## src/rtl/player_draw_ctrl.sv

```systemverilog
// Player ship sequencer: on a frame tick it claims the shared VGA port, erases the 2x4 ship,
// pulses a one-cycle move to the datapath, then redraws the ship while tracking a shadow Y.
module player_draw_ctrl #(
    parameter logic signed [6:0] Y_MIN       = 7'sd0,
    parameter logic signed [6:0] Y_MAX       = 7'sd60,
    parameter logic        [2:0] SHIP_COLOUR = 3'b010,
    parameter logic        [2:0] BG_COLOUR   = 3'b000
) (
    input  logic       clk,
    input  logic       reset_n,
    input  logic       frame_tick,
    input  logic       btn_inc,
    input  logic       btn_dec,
    input  logic       draw_gnt,
    output logic       draw_req,
    output logic       add_x,
    output logic [1:0] add_y,
    output logic       y_pos_mod,
    output logic       y_neg_mod,
    output logic       plot,
    output logic [2:0] colour,
    output logic       busy,
    output logic       done,
    output logic       overrun
);

    typedef enum logic [2:0] {IDLE, REQ, ERASE, MOVE, SETTLE, DRAW, DONE} state_t;

    state_t             state, state_nxt;
    logic [2:0]         cnt;
    logic               dir_up, dir_dn;
    logic signed [6:0]  y_shadow;
    logic               first_draw;
    logic               want_up, want_dn;
    logic               scanning, last_pix;

    // Clamp at the bounds so the shadow can never wrap; both buttons cancel out.
    assign want_up  = btn_inc & ~btn_dec & (y_shadow < Y_MAX);
    assign want_dn  = btn_dec & ~btn_inc & (y_shadow > Y_MIN);
    assign scanning = (state == ERASE) || (state == DRAW);
    assign last_pix = (cnt == 3'd7) && draw_gnt;

    always_ff @(posedge clk or negedge reset_n) begin
        if (!reset_n) state <= IDLE;
        else          state <= state_nxt;
    end

    always_comb begin
        state_nxt = state;
        case (state)
            IDLE:    if (frame_tick && (want_up || want_dn || first_draw)) state_nxt = REQ;
            REQ:     if (draw_gnt) state_nxt = first_draw ? DRAW : ERASE;
            ERASE:   if (last_pix) state_nxt = MOVE;
            MOVE:    state_nxt = SETTLE;
            SETTLE:  state_nxt = DRAW;
            DRAW:    if (last_pix) state_nxt = DONE;
            DONE:    state_nxt = IDLE;
            default: state_nxt = IDLE;
        endcase
    end

    // Scan counter pauses while the grant is withheld; it wraps to 0 after pixel (1,3).
    always_ff @(posedge clk or negedge reset_n) begin
        if (!reset_n) begin
            cnt        <= 3'd0;
            dir_up     <= 1'b0;
            dir_dn     <= 1'b0;
            y_shadow   <= 7'sd0;
            first_draw <= 1'b1;
        end else begin
            if (scanning && draw_gnt)
                cnt <= cnt + 3'd1;
            if (state == IDLE && frame_tick) begin
                dir_up <= want_up;
                dir_dn <= want_dn;
            end
            if (state == MOVE) begin
                if (dir_up)      y_shadow <= y_shadow + 7'sd1;
                else if (dir_dn) y_shadow <= y_shadow - 7'sd1;
            end
            if (state == DONE)
                first_draw <= 1'b0;
        end
    end

    assign add_x = cnt[0];
    assign add_y = cnt[2:1];

    always_comb begin
        draw_req  = 1'b0;
        plot      = 1'b0;
        colour    = 3'b000;
        y_pos_mod = 1'b0;
        y_neg_mod = 1'b0;
        done      = 1'b0;
        busy      = (state != IDLE);
        overrun   = frame_tick && (state != IDLE);
        case (state)
            REQ:    draw_req = 1'b1;
            ERASE: begin
                draw_req = 1'b1;
                plot     = draw_gnt;
                colour   = BG_COLOUR;
            end
            MOVE: begin
                draw_req  = 1'b1;
                y_pos_mod = dir_up;
                y_neg_mod = dir_dn & ~dir_up;
            end
            SETTLE: draw_req = 1'b1;
            DRAW: begin
                draw_req = 1'b1;
                plot     = draw_gnt;
                colour   = SHIP_COLOUR;
            end
            DONE:   done = 1'b1;
            default: ;
        endcase
    end

endmodule

```

## config.mk

```make
export PLATFORM = sky130hd
export DESIGN_NAME = player_draw_ctrl
export DESIGN_NICKNAME = d
export VERILOG_FILES = /design/src/rtl/player_draw_ctrl.sv
export SDC_FILE = /design/constraint.sdc
export NUM_CORES = 1
export LEC_CHECK = 0
export BUFFER_PORTS_ARGS = -buffer_cell sky130_fd_sc_hd__buf_4
export CAP_MARGIN = 5
export CORE_AREA = 2 2 67 69
export DETAILED_ROUTE_END_ITERATION = 6
export DIE_AREA = 0 0 69 71
export PLACE_DENSITY = 0.51
export SLEW_MARGIN = 10
export SYNTH_ARGS = -nofsm -noshare
export SYNTH_HDL_FRONTEND = slang
export SYNTH_SLANG_ARGS = --single-unit
```

## constraint.sdc

```tcl
create_clock -name clk -period 5.1 [get_ports clk]
set_input_delay 1.02 -clock clk [delete_from_list [all_inputs] [get_ports clk]]
set_output_delay 1.02 -clock clk [all_outputs]
set_load 0.01 [all_outputs]
```

==> reports/results.tsv, run 1 <==
metric	value	unit
run_status	complete, no violations	
initial_utilization	0.239	
unrepaired_setup_endpoints_after_global_routing	false	
ys_types	36	
layout.cell_area.non_filler	1220	µm²
num_antenna_cells	0	
gp_routability_congestion	0.812	
grt_remaining_overflow	0	
routed_wl	1920	µm
worst_hold_path.num_cells	2	
crit_required	4.08	ns
synthesis_stage_register_bit_count	16	
cap_viol_max_count	0	
max_freq	381	MHz
chipWidth	69	µm
post_synth.cell_area_avg	9.57	µm²
clk-insertion-delay-late	0.25	ns
start_kind	register	
fin_util	0.290	
synth_area_leader_cell	sky130_fd_sc_hd__dfrtp_1	
post_route_cells_drive_above_1_share	0.223	
layout.nets	136	
top_level_ports	19	
port-buffer-count	16	
clk_transition_reported_paths	0.06	ns
multi_input_area	558	µm²
synth_warnings	0	
drt_iter0_drc	19	
cts.htree.levels	1	
hold_buffers	0	
cts_tree	built	
antenna_found_initial	0	
total_power	0.747	mW
synth_common_cells	sky130_fd_sc_hd__dfrtp_1 (15), sky130_fd_sc_hd__a21oi_1 (9), sky130_fd_sc_hd__nand2_1 (9)	
fp-row-count	24	
cts_made_buffers	3	
cpPeakStageDelay	0.54	ns
clock-root-buffer	sky130_fd_sc_hd__clkbuf_8	
timing.final.crit_share	0.514	
timing.critical_path.arrival	1.60	ns
first_global_vias	754	
worst_r2r_path_depth	7	
place_hpwl	1500	µm
min_period	2.62	ns
power-per-cell-area	613	nW/µm²
yosysSeqAreaShare	0.400	
maximum_number_of_pins_on_one_net_before_global_route_repair	17	
slew_violations	0	
synth-edff-count	0	
final.fill_count	445	
ant_nets	0	
synth_top_cells_by_area	sky130_fd_sc_hd__dfrtp_1 (37%), sky130_fd_sc_hd__ha_1 (8.7%), sky130_fd_sc_hd__mux2_2 (5.6%)	
placeableCoreArea	4200	µm²
finalHoldViolations	0	
setup_viol_count_final	0	
r2r-start	dir_up	
async_flop_share	1.00	
area_after_detailed_placement	1160	µm²
timing.critical_path.fanout_max	12	
max-clock-path-buffers	2	
area_growth	21.3	%
r2r_slack	3.04	ns
syn_inst	105	
cp_slowest_cell	sky130_fd_sc_hd__dfrtp_1	
groute.usage.overall	0.0841	
vias	767	
portion_of_synthesized_cell_area_occupied_by_the_leading_cell_type	0.374	
drt_pass1_iterations	4	
worstHoldPathType	register to register	
worstSetupPathType	register to primary output	
floorplan.die_area	4900	µm²
clock_skew	0.00450	ns
syn_area	1000	µm²
routed_via_density	4.43	
critical_path.cell_chain	nor2_1, and2_1, o21ai_1, inv_1, buf_4	
synth_ff_type	sky130_fd_sc_hd__dfrtp_1	
clock_sink_count	16	
buffer_count_from_post_cts_setup_fixing	0	
timing.rr.end	y_shadow[6]	
p_leak	0.576	nW
setup.worst_path.end_class	primary output	
ctsResizeCount	0	
seqCellArea	402	µm²
global_route_wire_length_before_repair	3300	µm
worst_ir_drop_vdd	0.000238	V
whs_endpoint	first_draw	
synth.most_common_cell	sky130_fd_sc_hd__dfrtp_1	
route.detailed.drc	0	
final_tns_setup	0	ns
path_buf_inv	2	
die_h	71	µm
startpoint_of_the_tightest_hold_check_path	first_draw	
critPathTopFamily	flip-flops	
drt-wirelength-per-cell	11.1	µm
[cell type report]
cell class,instances,share of cell area
sequential,16,0.330
tap,52,0.0534
inverter,5,0.0154
multi-input combinational,80,0.458
clock buffer,4,0.0452
timing repair buffer,16,0.0986
[per-stage QoR]
step	setup slack [ns]	hold slack, ns	instances
6_report	2.48	0.487	173
5_1_grt	2.33	0.520	173
4_1_cts	2.46	0.490	173
3_5_place_dp	2.50	0.479	169
3_3_place_gp	2.50	0.485	169
2_1_floorplan	2.78	0.455	106
[registers in the layout, indices dropped and copies added, names as in the netlist]
name	count
y_shadow	7
cnt	3
state	3
dir_dn	1
dir_up	1
first_draw	1
[layer usage]
metal / global-route usage / share of wire
met3: 0.0185 / 0.033
met2: 0.129 / 0.43
met1: 0.107 / 0.51
met5: 0 / 0
met4: 0.0545 / 0.022
[layout by cell type, fill, tap and decap left out, types with 2 or more instances in the layout]
cell,synthesis,routed
sky130_fd_sc_hd__a21o_1,2,2
sky130_fd_sc_hd__a21oi_1,9,9
sky130_fd_sc_hd__and2_1,2,2
sky130_fd_sc_hd__buf_4,2,16
sky130_fd_sc_hd__clkbuf_8,0,4
sky130_fd_sc_hd__conb_1,1,2
sky130_fd_sc_hd__dfrtp_1,15,15
sky130_fd_sc_hd__ha_1,7,7
sky130_fd_sc_hd__inv_1,5,5
sky130_fd_sc_hd__mux2_2,5,5
sky130_fd_sc_hd__nand2_1,9,9
sky130_fd_sc_hd__nor2_1,7,7
sky130_fd_sc_hd__nor3_1,2,2
sky130_fd_sc_hd__nor3b_1,2,2
sky130_fd_sc_hd__o21ai_0,7,7
sky130_fd_sc_hd__o21bai_1,2,2
sky130_fd_sc_hd__xnor2_1,5,5
sky130_fd_sc_hd__xor2_1,2,2
[worst max path at each step]
stage | to | from | cells past startpoint
after global placement | plot | draw_gnt | 4
after floorplan | plot | draw_gnt | 2
final | plot | state[2] | 5
after detailed placement | plot | draw_gnt | 4
after CTS | plot | state[2] | 5
after global routing | plot | state[2] | 5
[report_power, final]
group	switching [mW]	internal, mW	total (mW)	leakage [nW]
Sequential	0.0727	0.178	0.251	0.201
Combinational	0.184	0.201	0.386	0.346
Clock	0.0425	0.0684	0.111	0.0288
[cells by family (layout without fill, tap and decap cells)]
logic type,after synthesis,in the layout,synth area share
compound gates,26,26,0.154
xor+xnor,7,7,0.0610
fa+ha+maj,8,8,0.107
buf+inv,10,25,0.0486
flops,16,16,0.400
mux,6,6,0.0660
other cells,1,2,0.00373
simple gates,31,31,0.159
[tightest hold or removal path, stage by stage (launching register included)]
cell and delay (ns):
sky130_fd_sc_hd__dfstp_2 0.39, sky130_fd_sc_hd__inv_1 0.06, sky130_fd_sc_hd__nor2_1 0.04
No activity file was read; power rests on OpenSTA's default activity.
==> inputs of run 2 (changes only) <==
Settings changed: PLACE_DENSITY 0.51 to 0.53.
Clock period 5.1 ns to 2.15 ns, I/O delays scaled along.
==> run 2 against run 1 <==
Flip-flop and latch count stayed put. Highest routed layer unchanged. Critical path type is now register to register. Core utilization is 0.18 points higher. Critical endpoint is now y_shadow[6]. Clock power rose by 140%. Wire length is 7.1% higher. Cell count grew 0.58%. First-iteration DRC count is 26% lower. Via count is 2.1% higher. Largest power group unchanged. Non-clock buffer count is 1 higher. Worst hold slack got worse by 0.46 ns.
==> reports/results.tsv, run 2 (same netlist as run 1, synthesis figures left out) <==
metric	value	unit	change
unrepaired_setup_endpoints_after_global_routing	false		
initial_utilization	0.239		unchanged
antenna_found_initial	0		unchanged
reg.largest.list	y_shadow (7), cnt (3), state (3)		
grt_remaining_overflow	0		unchanged
cts.htree.levels	1		unchanged
top_level_ports	19		unchanged
setup_viol_count_final	0		unchanged
clock_skew	0.00330	ns	-0.00120 ns
post_route_cells_drive_above_1_share	0.238		+0.0146
crit_required	2.32	ns	-1.76 ns
intPower	1.07	mW	+140%
cp_slowest_cell	sky130_fd_sc_hd__fa_1		
critical_path.cell_chain	inv_2, fa_1, a211oi_1, o21bai_1, a21oi_1, mux2i_1, xnor2_1		
min_period	1.97	ns	
timing.critical_path.arrival	2.14	ns	+0.54 ns
ctsResizeCount	0		unchanged
p_switching	0.736	mW	+150%
die_h	71	µm	unchanged
start_kind	register		
final.fill_count	454		+2.0%
whs	0.0291	ns	-0.458 ns
area_growth	22.0	%	
clock_sink_count	16		unchanged
final_tns_setup	0	ns	unchanged
floorplan.die_area	4900	µm²	unchanged
clk_transition_reported_paths	0.07	ns	about the same
run_status	complete, no violations		
worstHoldPathType	input port to asynchronous set/reset pin		
routed_wl	2060	µm	+7.1%
global_route.peak_usage_layer	met2		
routed_via_density	4.50		+1.5%
buffer_count_from_post_cts_setup_fixing	0		unchanged
place_hpwl	1550	µm	+3.8%
power-per-cell-area	1470	nW/µm²	+140%
chipWidth	69	µm	unchanged
cts_made_buffers	3		unchanged
seqCellArea	402	µm²	unchanged
total_power	1.81	mW	+140%
sw_frac_of_total	0.407		+0.00620
timing.critical_path.fanout_max	7		-5
gr-usage-met3	0.0142		-0.00427
seqPwrFrac	0.329		-0.007
drt_pass1_iterations	4		unchanged
fp-row-count	24		unchanged
layout.nets	137		+0.74%
clk-insertion-delay-late	0.25	ns	about the same
gp_routability_congestion	0.810		-0.25%
global_route_wire_length_before_repair	3440	µm	+4.2%
cts_tree	built		
groute.usage.overall	0.0873		+0.00320
drt_iter0_drc	14		-5
multi_input_area	558	µm²	unchanged
timing.final.crit_share	0.917		
cap_viol_max_count	0		unchanged
port-buffer-count	16		unchanged
cpPeakStageDelay	0.49	ns	-0.05 ns
p_leak	0.580	nW	+0.68%
grt.met2_usage	0.139		+0.00962
first_global_vias	763		+1.2%
layout_common_cells	sky130_fd_sc_hd__buf_4 (17), sky130_fd_sc_hd__dfrtp_1 (15), sky130_fd_sc_hd__nand2_1 (9), sky130_fd_sc_hd__a21oi_1 (9)		
clock-root-buffer	sky130_fd_sc_hd__clkbuf_8		
finalHoldViolations	0		unchanged
p_comb_frac	0.521		+0.005
maximum_number_of_pins_on_one_net_before_global_route_repair	17		unchanged
setup.worst_path.end_class	register		
num_antenna_cells	0		unchanged
vias	783		+2.1%
max_freq	507	MHz	
route.detailed.drc	0		unchanged
max-clock-path-buffers	2		unchanged
power_frac_clock	0.150		+0.002
placeableCoreArea	4200	µm²	unchanged
worst_ir_drop_vdd	0.000485	V	+100%
slew_violations	0		unchanged
drt-wirelength-per-cell	11.8	µm	+6.5%
largest_reg_flops	7		unchanged
layout.cells.most_common	sky130_fd_sc_hd__buf_4		
hold_buffers	0		unchanged
globalRouteMet1Util	0.112		+0.00489
ant_nets	0		unchanged
worstSetupPathType	register to register		
register_ranked_first_by_flip_flop_count	y_shadow		
run 2: power groups by stage:
stage	clock network [mW]	logic, mW	registers (mW)
4_1_cts	0.277	0.953	0.589
5_1_grt	0.289	1.07	0.622
3_5_place_dp	0	0.942	0.594
3_3_place_gp	0	0.925	0.593
6_report	0.271	0.943	0.594
2_1_floorplan	0	0.744	0.522
run 2: area by class of cell:
cell class / count / area share
Sequential cell: 16 / 0.328
Clock buffer: 4 / 0.0449
Inverter: 5 / 0.0153
Tap cell: 52 / 0.0531
Timing Repair Buffer: 17 / 0.104
Multi-Input combinational cell: 80 / 0.455
run 2: worst paths after layout:
check	startpoint	endpoint	slack, ns	depth (start not counted)
worst min-delay path	reset_n	y_shadow[4]	0.03	1
worst max register to register	dir_up	y_shadow[6]	0.18	7
worst max-delay path	dir_up	y_shadow[6]	0.18	7
max in group asynchronous	reset_n	first_draw	1.87	1
min in group clk	draw_gnt	state[1]	0.47	3
worst min register to register	first_draw	first_draw	0.49	2
run 2: per-layer routing:
metal | up-vias | wire (µm)
li1 | 400 | -
met3 | 4 | 66
met1 | 355 | 1030
met5 | - | 0
met2 | 24 | 927
met4 | 0 | 36
run 2: stage by stage:
stage | area, µm² | cells | setup WS [ns] | util
6_report | 1230 | 174 | 0.178 | 0.292
2_1_floorplan | 1010 | 106 | 0.298 | -
3_5_place_dp | 1170 | 170 | 0.138 | 0.279
4_1_cts | 1230 | 174 | 0.101 | 0.292
5_1_grt | 1230 | 174 | 0.0419 | 0.292
3_3_place_gp | 1170 | 170 | 0.185 | 0.279
run 2: critical path, delay by kind of cell (launching register included):
family                   cells  cell delay (ns)
AO/OA/AOI/OAI                3             0.52
buffers and inverters        1             0.10
flip-flops                   1             0.40
XOR/XNOR                     1             0.14
multiplexers                 1             0.23
adder cells (fa/ha/maj)      1             0.49
==> inputs of run 3 (changes only) <==
Settings changed: CAP_MARGIN 5 to not set, SETUP_SLACK_MARGIN set to 0.2.
==> run 3 against run 2 <==
Register-to-register slack better by 0.09 ns. Sequential power increased by 1%. Critical path depth is the same. Die area did not move. Critical endpoint unchanged. Highest routed layer unchanged.
==> reports/results.tsv, run 3 (same netlist as run 1, synthesis figures left out) <==
metric	value	unit	change
timing.critical_path.arrival	2.05	ns	-0.09 ns
routed_via_density	4.58		+1.8%
cpPeakStageDelay	0.39	ns	-0.10 ns
timing.final.crit_share	0.874		-0.0434
initial_utilization	0.239		unchanged
drt_pass1_iterations	4		unchanged
worstSetupPathType	register to register		
layout_common_cells	sky130_fd_sc_hd__buf_4 (18), sky130_fd_sc_hd__dfrtp_1 (13), sky130_fd_sc_hd__nand2_1 (9), sky130_fd_sc_hd__a21oi_1 (9)		
start_kind	register		
antenna_found_initial	0		unchanged
post_route_cells_drive_above_1_share	0.285		+0.0468
run_status	complete, no violations		
area_growth	24.3	%	
clock_skew	0.000470	ns	-0.00283 ns
clock_sink_count	16		unchanged
cts.htree.levels	1		unchanged
layout.cell_area.non_filler	1250	µm²	+1.8%
finalHoldViolations	0		unchanged
unrepaired_setup_endpoints_after_global_routing	false		
seqCellArea	404	µm²	+0.62%
place_hpwl	1550	µm	unchanged
critical_path.cell_chain	inv_2, ha_1, a211oi_2, o21bai_1, a21oi_1, mux2i_1, xnor2_1		
largest_reg_flops	7		unchanged
groute.usage.overall	0.0879		+0.000600
clock-root-buffer	sky130_fd_sc_hd__clkbuf_8		
path_buf_inv	1		unchanged
final_tns_setup	0	ns	unchanged
layout.cells.most_common	sky130_fd_sc_hd__buf_4		
placeableCoreArea	4200	µm²	unchanged
whs	0.0363	ns	+0.00716 ns
global_route_wire_length_before_repair	3460	µm	+0.79%
worst_ir_drop_vdd	0.000482	V	-0.61%
routed_wl	2150	µm	+4.7%
worstHoldPathType	input port to asynchronous set/reset pin		
final.fill_count	455		+0.22%
top_level_ports	19		unchanged
placedCellCount	170		unchanged
multi_input_area	571	µm²	+2.2%
die_h	71	µm	unchanged
num_antenna_cells	0		unchanged
instances_no_fill	175		+0.57%
hold_buffers	0		unchanged
max_freq	532	MHz	+5.0%
layout.nets	138		+0.73%
gp_routability_congestion	0.810		unchanged
clk-insertion-delay-late	0.25	ns	about the same
floorplan.die_area	4900	µm²	unchanged
maximum_number_of_pins_on_one_net_before_global_route_repair	17		unchanged
setup.worst_path.end_class	register		
reg.largest.list	y_shadow (7), cnt (3), state (3)		
max-clock-path-buffers	2		unchanged
ant_nets	0		unchanged
min_period	1.88	ns	-0.0934 ns
chipWidth	69	µm	unchanged
cp_slowest_cell	sky130_fd_sc_hd__dfrtp_1		
register_ranked_first_by_flip_flop_count	y_shadow		
cts_made_buffers	3		unchanged
drt-wirelength-per-cell	12.3	µm	+4.1%
slew_violations	0		unchanged
critPathTopFamily	compound AO/OA/AOI/OAI gates		
crit_required	2.32	ns	about the same
timing.critical_path.fanout_max	7		unchanged
drt_iter0_drc	13		-1
cap_viol_max_count	0		unchanged
fp-row-count	24		unchanged
route.detailed.drc	0		unchanged
power-per-cell-area	1490	nW/µm²	+1.2%
grt_remaining_overflow	0		unchanged
area_after_detailed_placement	1170	µm²	unchanged
vias	802		+2.4%
p_leak	0.584	nW	+0.80%
setup_viol_count_final	0		unchanged
port-buffer-count	16		unchanged
first_global_vias	771		+1.0%
clk_transition_reported_paths	0.06	ns	about the same
cts_tree	built		
## run 3: cell count changes in the layout (fill, tap and decap cells not counted), sizes merged
cell,change
buf,+1
## run 3: cell type report
class | instances | share of cell area
clock buffers | 4 | 0.0441
inverters | 5 | 0.0150
multi-input cells | 80 | 0.457
flip-flops and latches | 16 | 0.324
well taps | 52 | 0.0521
repair buffers | 18 | 0.108
## run 3: worst reg2reg max path, stage by stage (launching register included)
cell and delay, ns:
sky130_fd_sc_hd__dfrtp_1 0.39, sky130_fd_sc_hd__inv_2 0.14, sky130_fd_sc_hd__ha_1 0.32, sky130_fd_sc_hd__a211oi_2 0.27, sky130_fd_sc_hd__o21bai_1 0.10, sky130_fd_sc_hd__a21oi_1 0.20, sky130_fd_sc_hd__mux2i_1 0.23, sky130_fd_sc_hd__xnor2_1 0.14
## run 3: metal layers
metal,part of all wire,up-vias,track usage
li1,-,398,-
met5,0,-,0
met1,0.48,382,0.112
met4,0.019,0,0.0523
met2,0.47,18,0.140
met3,0.028,4,0.0142
## run 3: metrics by stage
stage / setup slack (ns) / total power, mW / util
global route: 0.154 / 2.04 / 0.297
global placement: 0.185 / 1.52 / 0.279
CTS: 0.227 / 1.83 / 0.293
finish: 0.271 / 1.86 / 0.297
floorplan: 0.298 / 1.27 / -
detailed placement: 0.138 / 1.54 / 0.279
## run 3: final timing paths
check	start	depth (start not counted)	end	slack, ns
setup / recovery	dir_up	7	y_shadow[6]	0.27
hold / removal	reset_n	1	y_shadow[2]	0.04
setup reg to reg	dir_up	7	y_shadow[6]	0.27
hold reg to reg	first_draw	2	first_draw	0.49
max in group asynchronous	reset_n	1	first_draw	1.86
min in group clk	draw_gnt	3	state[1]	0.48
## run 3: what timing repair did
item / 4_1_cts / 5_1_grt
gates resized for setup: 1 / 5
endpoints found under the setup margin: 1 / 5
setup buffers: 1 / 0
hold endpoints to repair: 0 / 0
pin swaps: 0 / 0
## run 3: where the power goes
group          switching [mW]  leakage (nW)  internal [mW]
clock network           0.104        0.0288          0.162
registers               0.175         0.199          0.427
logic                   0.482         0.357          0.514
